`src/rtl/bcd_gray_encoder_tx.sv`:
```
// -----------------------------------------------------------------------------
// bcd_gray_encoder_tx
//
// Purpose:
//   Takes binary/BCD words on a valid/ready interface and converts each one to
//   Gray code (g = b ^ (b >> 1)). Converted words go into a small FIFO. Each
//   word is then sent serially, MSB first, with an optional even-parity bit
//   and a frame-last marker. Back-to-back frames are sent with no idle gap.
//
// Ports:
//   clk       input   1      clock, rising edge
//   rst       input   1      asynchronous active-high reset
//   in_valid  input   1      in_data holds a word offered for transfer
//   in_data   input   WIDTH  binary/BCD word
//   in_ready  output  1      encoder can accept a word this cycle (registered)
//   tx_bit    output  1      serial data bit (registered)
//   tx_valid  output  1      tx_bit is a valid frame bit (registered)
//   tx_last   output  1      tx_bit is the final bit of the frame (registered)
//   err_cnt   output  8      saturating count of rejected non-BCD words
// -----------------------------------------------------------------------------
module bcd_gray_encoder_tx #(
  parameter int WIDTH      = 4,
  parameter int FIFO_DEPTH = 2,
  parameter int PARITY_EN  = 1,
  parameter int CHECK_BCD  = 1
) (
  input  logic             clk,
  input  logic             rst,
  input  logic             in_valid,
  input  logic [WIDTH-1:0] in_data,
  output logic             in_ready,
  output logic             tx_bit,
  output logic             tx_valid,
  output logic             tx_last,
  output logic [7:0]       err_cnt
);

  localparam int PTR_W = $clog2(FIFO_DEPTH);
  localparam int CNT_W = (WIDTH > 1) ? $clog2(WIDTH) : 1;
  localparam int unsigned BCD_MAX = 9;

  typedef enum logic [1:0] {
    ST_IDLE   = 2'd0,
    ST_SHIFT  = 2'd1,
    ST_PARITY = 2'd2
  } state_t;

  // ---------------------------------------------------------------------------
  // Gray conversion
  // ---------------------------------------------------------------------------
  logic [WIDTH-1:0] gray;

  genvar gi;
  generate
    for (gi = 0; gi < WIDTH; gi++) begin : g_gray
      if (gi == WIDTH - 1) begin : g_msb
        assign gray[gi] = in_data[gi];
      end else begin : g_low
        assign gray[gi] = in_data[gi] ^ in_data[gi+1];
      end
    end
  endgenerate

  // ---------------------------------------------------------------------------
  // Input handshake
  // ---------------------------------------------------------------------------
  logic in_ready_q;
  logic bcd_bad;
  logic accept;
  logic push;
  logic pop;

  assign bcd_bad = (CHECK_BCD != 0) && (32'(in_data) > BCD_MAX);
  assign accept  = in_valid && in_ready_q;
  // A rejected word is consumed but never reaches the FIFO.
  assign push    = accept && !bcd_bad;

  // ---------------------------------------------------------------------------
  // FIFO: the extra MSB on each pointer tells full apart from empty
  // ---------------------------------------------------------------------------
  logic [WIDTH-1:0] mem_q [FIFO_DEPTH];
  logic [PTR_W:0]   wr_ptr_q, wr_ptr_d;
  logic [PTR_W:0]   rd_ptr_q, rd_ptr_d;
  logic             fifo_empty;
  logic             full_d;
  logic [WIDTH-1:0] rdata;

  assign fifo_empty = (wr_ptr_q == rd_ptr_q);
  assign rdata      = mem_q[rd_ptr_q[PTR_W-1:0]];

  always_comb begin
    wr_ptr_d = wr_ptr_q;
    rd_ptr_d = rd_ptr_q;
    if (push) begin
      wr_ptr_d = wr_ptr_q + 1'b1;
    end
    if (pop) begin
      rd_ptr_d = rd_ptr_q + 1'b1;
    end
    full_d = (wr_ptr_d[PTR_W] != rd_ptr_d[PTR_W]) &&
             (wr_ptr_d[PTR_W-1:0] == rd_ptr_d[PTR_W-1:0]);
  end

  always_ff @(posedge clk) begin
    if (push) begin
      mem_q[wr_ptr_q[PTR_W-1:0]] <= gray;
    end
  end

  // in_ready is registered from the next-cycle full flag, so it always equals
  // !full of the FIFO contents it is presented with.
  always_ff @(posedge clk or posedge rst) begin
    if (rst) begin
      wr_ptr_q   <= '0;
      rd_ptr_q   <= '0;
      in_ready_q <= 1'b0;
    end else begin
      wr_ptr_q   <= wr_ptr_d;
      rd_ptr_q   <= rd_ptr_d;
      in_ready_q <= !full_d;
    end
  end

  assign in_ready = in_ready_q;

  // ---------------------------------------------------------------------------
  // Error counter (saturating)
  // ---------------------------------------------------------------------------
  logic [7:0] err_cnt_q;

  always_ff @(posedge clk or posedge rst) begin
    if (rst) begin
      err_cnt_q <= 8'd0;
    end else if (accept && bcd_bad && (err_cnt_q != 8'hFF)) begin
      err_cnt_q <= err_cnt_q + 8'd1;
    end
  end

  assign err_cnt = err_cnt_q;

  // ---------------------------------------------------------------------------
  // Serializer FSM
  //
  // The registered outputs always show the bit of the current state. Loading a
  // word therefore drives its MSB onto tx_bit at the same edge. shreg_q keeps
  // the bits that have not been shown yet, and cnt_q counts them.
  // ---------------------------------------------------------------------------
  state_t           state_q;
  logic [WIDTH-1:0] shreg_q;
  logic [CNT_W-1:0] cnt_q;
  logic             par_q;
  logic             tx_bit_q;
  logic             tx_valid_q;
  logic             tx_last_q;
  logic             frame_end;

  // frame_end is high on the cycle that shows the last bit of a frame.
  assign frame_end = (state_q == ST_PARITY) ||
                     ((state_q == ST_SHIFT) && (cnt_q == '0) && (PARITY_EN == 0));
  assign pop       = !fifo_empty && ((state_q == ST_IDLE) || frame_end);

  always_ff @(posedge clk or posedge rst) begin
    if (rst) begin
      state_q    <= ST_IDLE;
      shreg_q    <= '0;
      cnt_q      <= '0;
      par_q      <= 1'b0;
      tx_bit_q   <= 1'b0;
      tx_valid_q <= 1'b0;
      tx_last_q  <= 1'b0;
    end else if ((state_q == ST_IDLE) || frame_end) begin
      if (!fifo_empty) begin
        // Start the next frame right away. This is what keeps frames back to back.
        state_q    <= ST_SHIFT;
        shreg_q    <= rdata << 1;
        cnt_q      <= CNT_W'(WIDTH - 1);
        par_q      <= ^rdata;
        tx_bit_q   <= rdata[WIDTH-1];
        tx_valid_q <= 1'b1;
        tx_last_q  <= (WIDTH == 1) && (PARITY_EN == 0);
      end else begin
        state_q    <= ST_IDLE;
        tx_bit_q   <= 1'b0;
        tx_valid_q <= 1'b0;
        tx_last_q  <= 1'b0;
      end
    end else if (state_q == ST_SHIFT) begin
      if (cnt_q != '0) begin
        shreg_q    <= shreg_q << 1;
        cnt_q      <= cnt_q - 1'b1;
        tx_bit_q   <= shreg_q[WIDTH-1];
        tx_valid_q <= 1'b1;
        tx_last_q  <= (PARITY_EN == 0) && (cnt_q == CNT_W'(1));
      end else begin
        // Data bits are done. Reaching this branch means parity is enabled.
        state_q    <= ST_PARITY;
        tx_bit_q   <= par_q;
        tx_valid_q <= 1'b1;
        tx_last_q  <= 1'b1;
      end
    end else begin
      state_q    <= ST_IDLE;
      tx_bit_q   <= 1'b0;
      tx_valid_q <= 1'b0;
      tx_last_q  <= 1'b0;
    end
  end

  assign tx_bit   = tx_bit_q;
  assign tx_valid = tx_valid_q;
  assign tx_last  = tx_last_q;

endmodule

```
`config.mk`:
```
export PLATFORM = sky130hd
export DESIGN_NAME = bcd_gray_encoder_tx
export DESIGN_NICKNAME = d
export VERILOG_FILES = /design/src/rtl/bcd_gray_encoder_tx.sv
export SDC_FILE = /design/constraint.sdc
export NUM_CORES = 1
export LEC_CHECK = 0
export ABC_CLOCK_PERIOD_IN_PS = 1800
export CORE_ASPECT_RATIO = 0.75
export CORE_MARGIN = 2
export CORE_UTILIZATION = 45
export DETAILED_ROUTE_END_ITERATION = 8
export GPL_ROUTABILITY_DRIVEN = 0
export PLACE_DENSITY = 0.74
export SYNTH_ARGS = -nofsm -noshare
export SYNTH_HDL_FRONTEND = slang
export SYNTH_SLANG_ARGS = --single-unit
```
`constraint.sdc`:
```
create_clock -name clk -period 1.8 [get_ports clk]
set_clock_uncertainty 0.05 [all_clocks]
set_input_delay 0.27 -clock clk [delete_from_list [all_inputs] [get_ports clk]]
set_output_delay 0.27 -clock clk [all_outputs]
set_load 0.05 [all_outputs]
```
# Yosys cells after proc, flatten, opt, wreduce, memory -nomap -nowiden
# Memories as Yosys holds them, arrays and structs flattened.
# Cells that the tools add are included.
# word_totals
ff_bits	25
ram_bits	8
inputBits	7
out_inout_bits	12
elab_cells	72
mem_count	1
# op_classes
add_sub_neg	4
n_lt_le_gt_ge	1
eq_ne	8
n_mux	26
n_bitwise	4
n_reduce_logical	17
# mem_list
memory	words	width	read_ports	rd_clocked_by_memory_dff	wr	line	rtl
mem_q	2	4	1	0	1	81	logic [WIDTH-1:0] mem_q [FIFO_DEPTH];
# ops
cell	n
2-bit 2-to-1 mux	9
4-bit 2-to-1 mux	4
1-bit 2-to-1 mux	13
8-bit by 1-bit adder with 8-bit output, second input constant	1
8-bit inequality test, second input constant	1
1-bit logical AND	6
2-bit nonzero test	3
2-bit by 1-bit adder with 2-bit output, second input constant	2
4-bit greater-than comparator, second input constant	1
4-bit parity	1
1-bit logical NOT	3
3-bit inequality test, second input constant	1
3-bit AND reduction	1
1-bit XOR	3
2-bit by 1-bit equality test with 1-bit output, second input constant	1
2-bit equality test	1
2-bit equality test, second input constant	1
2-bit logical NOT	1
2-bit inequality test, second input constant	1
2-bit AND reduction	1
2-bit by 1-bit subtractor with 2-bit output, second input constant	1
1-bit equality test	1
1-bit logical OR	1
1-bit inequality test	1
1-bit NOT	1

# Logic depth before layout (Yosys ltp)
# logic_depth
ltp_word	7
mapped_depth	9
depth_no_buf	9

# Worst setup path before layout
# OpenSTA, ideal clock, no wires.
# synth_path
path_kind	reg2reg
startpoint	register err_cnt_q[0] (netlist: err_cnt[0])
endpoint	register err_cnt_q[1] (netlist: err_cnt[1])
setup_ns	0.128
arrival_ns	1.643
t_required_ns	1.622
slack_ns	-0.021
path_stages_with_launch	6
path_buffers	0
synth_period_minus_slack_ns	1.821
cell_sequence	dfrtp_1 > ha_1 > nand3_1 > nor2_1 > nor2_1 > mux2_1
# synth_between
elab_chain_cells	2
word_cells_on_any_way	3
cone_classes	add/sub (1); eq/ne (1); reduce/logical (1)
# synth_lines
element	line	rtl
start: declaration	129	logic [7:0] err_cnt_q;
start signal: assignment	135	err_cnt_q <= err_cnt_q + 8'd1;
parallel branches: the longest is 2 deep, another holds 8-bit by 1-bit adder with 8-bit output	--	
# Parallel ways; which one is timed is not known.
# A chain may end at the register's enable or synchronous reset.

# Worst setup path after layout
# layout_path
startpoint	register tx_last_q (netlist: tx_last)
endpoint	output port tx_last
# layout_lines
element	line	rtl
start: declaration	154	logic tx_last_q;
start signal: assignment	180	tx_last_q <= (WIDTH == 1) && (PARITY_EN == 0);
start signal: assignment	193	tx_last_q <= (PARITY_EN == 0) && (cnt_q == CNT_W'(1));
end: declaration	34	output logic tx_last,
# No word-level cell between the ends.

==> qor.txt <==
Post-synthesis sequential area ratio = 0.544
Period utilisation layout = 0.967
Global-route wire length before repair = 4510 microns
Average size of a mapped cell = 11.6 sq um
Share of post-route cells with drive strength above 1 = 0.262
WL final = 2720 microns
Clock transition at path regs = 0.07 ns
Slew HR = 0.671
Reg-to-Reg End = err_cnt[1]
Post-synthesis cell type count = 36
Ant diodes = 0
Drt wl/cell = 13.1 microns
# setup viols final = 0
Drt via density = 4.89
CP required = 1.48 ns
CP endpoint = tx_last
Max VDD drop = 1.05 mV
Initial Utilization = 0.470
RR Startpoint = err_cnt[0]
Yosys warnings = 0
Fin. Hold Viols = 0
Area of the multi-input gates = 668 sq um
Worst path cell trace = clkdlybuf4s50_1
Slew at the pin closest to its max-slew limit = 0.493 ns
Max stage delay on crit path = 0.80 ns
Minimum clock period = 1.74 ns
Synth area leaders = dfrtp_1 (39%), edfxtp_1 (16%), ha_1 (5.7%)
Crit path launch = tx_last
Min-Delay Path Class = input port to async pin
Gr busiest metal = met2
Root buffer cell = clkbuf_8
Starting DRT DRC Count = 32
Register cell area after layout = 843 sq um
WP data arrival = 1.42 ns
Vias = 1018
TNS Setup = 0 ns
Worst Slack Setup Final = 0.0601 ns
Antenna Nets Post-Route = 0
Pin count of the biggest net entering global routing = 25
Postcts setup bufs = 0
HPWL Detailed = 2060 microns
Pre-CTS WS = -0.347 ns
Tot GR Track Use = 0.162
Commonest cells after routing, fill and taps aside = dfrtp_1 (22), buf_4 (20), inv_1 (13), nor2_1 (10), nand2_1 (9)
Initial antenna violation count = 0
CP endpoint kind = output port
Grt ovf = 0
Core area = 3290 sq um
Mapped cell area = 1550 sq um
Unrepaired setup endpoints after global routing = no
Dominant cell type by area after synthesis = dfrtp_1
Worst setup path class = flip-flop to output port
CP startpoint kind = flip-flop
Leakage = 0.913 nW
DR pass1 iterations = 4
Residual DRC count = 0
Hold buffers post-CTS = 0
Post-synthesis net count = 147
H-Tree Level Count = 2
Vias in the first global route = 1018
Clock buffer depth = 2
Die Ht = 54.8 microns
Final Slew Violations = 0
CTS buffer count = 5
Clock sink count = 32
Final Core Density = 0.593
Synthesized instance count = 133
Largest delay share family, worst path = buffers and inverters
Layout area overhead = 26.1%
Clk_lat worst skew = 0.29 ns
F_max = 0.575 GHz
Most common cell after layout, fill and taps aside = dfrtp_1
Outcome = complete, no violations
Max-cap violations = 0
Layout Nets = 181
PwrDens = 1740 nW/um^2
Die Area = 3930 sq um
Crit Path Max Fanout = 1
IO Port Bufs = 18
CTS tree = yes
Num rows = 18
Filler Cells Inserted = 273
Grt met2 use = 0.265
Met1 usage = 0.193
Share of the synthesized area in the top cell type = 0.388
Buf/Inv on CP = 1
Stages on worst setup path = 1
IO Pins = 19
Slack of the worst reg-to-reg path = 0.14 ns
Slowest-stage cell, CP = clkdlybuf4s50_1
Synthesis-stage register bit count = 32
Die extent in x = 71.7 microns
Worst reg2reg path depth = 5
GR Util met3 = 0.0663
==> registers in the layout (all words and copies together) (netlist names) <==
| register | flops |
|---|---|
| state_q | 2 |
| shreg_q | 3 |
| cnt_q | 2 |
| rd_ptr_q | 2 |
| err_cnt | 8 |
| tx_bit | 1 |
| tx_valid | 1 |
| mem_q | 8 |
| par_q | 1 |
| wr_ptr_q | 2 |
| in_ready | 1 |
| tx_last | 1 |
==> layer usage <==
layer | wire length [microns] | part of all wire
met4 | 41 | 0.015
met3 | 106 | 0.039
met2 | 1300 | 0.48
met1 | 1270 | 0.47
met5 | 0 | 0
==> timing repair <==
item	4_1_cts	5_1_grt
setup endpoints to repair	3	6
pin swaps	5	3
cloned	0	0
resized for setup	6	2
==> cell families (layout without fill, tap and decap cells) <==
kind of cell,count (synthesis),count (layout),synth area share
AOI/OAI and AO/OA,19,19,0.0833
xor gates and xnor gates,13,13,0.0785
adders and majority gates,7,7,0.0566
buffers and inverters,14,49,0.0364
DFF,32,32,0.544
muxes,9,9,0.0663
and+or+nand+nor,39,39,0.135
==> cells in the mapped netlist, drive strengths merged <==
master,number
mux2i,5
o31ai,1
nor3,5
o21ai,5
nand3b,1
nand2b,2
xnor2,5
inv,13
nor2,10
ha,7
nor2b,3
o2111ai,1
mux2,4
o211ai,2
a22oi,1
o21a,1
nand2,9
or2,1
xor2,8
nor3b,1
dfrtp,24
nand4,2
a31oi,1
edfxtp,8
o21ba,1
nand3,4
buf,1
a41oi,1
a21oi,5
and2b,1
==> power breakdown <==
| part | internal, W | switching, W | leakage [nW] |
|---|---|---|---|
| logic | 0.000615 | 0.000887 | 0.496 |
| clock network | 0.000353 | 0.000274 | 0.0523 |
| registers | 0.00101 | 0.000251 | 0.364 |
| total | 0.00198 | 0.00141 | 0.913 |
==> worst min path at each step <==
stage	startpoint	end	slack, ns
after floorplan	rst	cnt_q[0]	0.23
after CTS	rst	tx_last	0.28
final	rst	tx_last	0.28
after detailed placement	shreg_q[2]	shreg_q[2]	0.44
after global placement	cnt_q[0]	cnt_q[0]	0.41
after global routing	rst	tx_last	0.34
==> area by class of cell <==
type                       instances  share of cell area
sequential                        32               0.433
multi-input combinational         87               0.343
timing repair buffer              28               0.119
clock buffer                       6              0.0481
tap                               40              0.0257
inverter                          13              0.0250
clock inverter                     2             0.00642
==> per-stage QoR <==
step / instances / hold WS [ns] / area [sq um] / power [W]
floorplan: 133 / 0.234 / 1550 / 0.00236
global placement: 200 / 0.410 / 1820 / 0.00270
detailed placement: 200 / 0.439 / 1820 / 0.00278
CTS: 208 / 0.282 / 1940 / 0.00344
global route: 208 / 0.336 / 1950 / 0.00362
finish: 208 / 0.278 / 1950 / 0.00339
No activity file was read; power rests on OpenSTA's default activity.
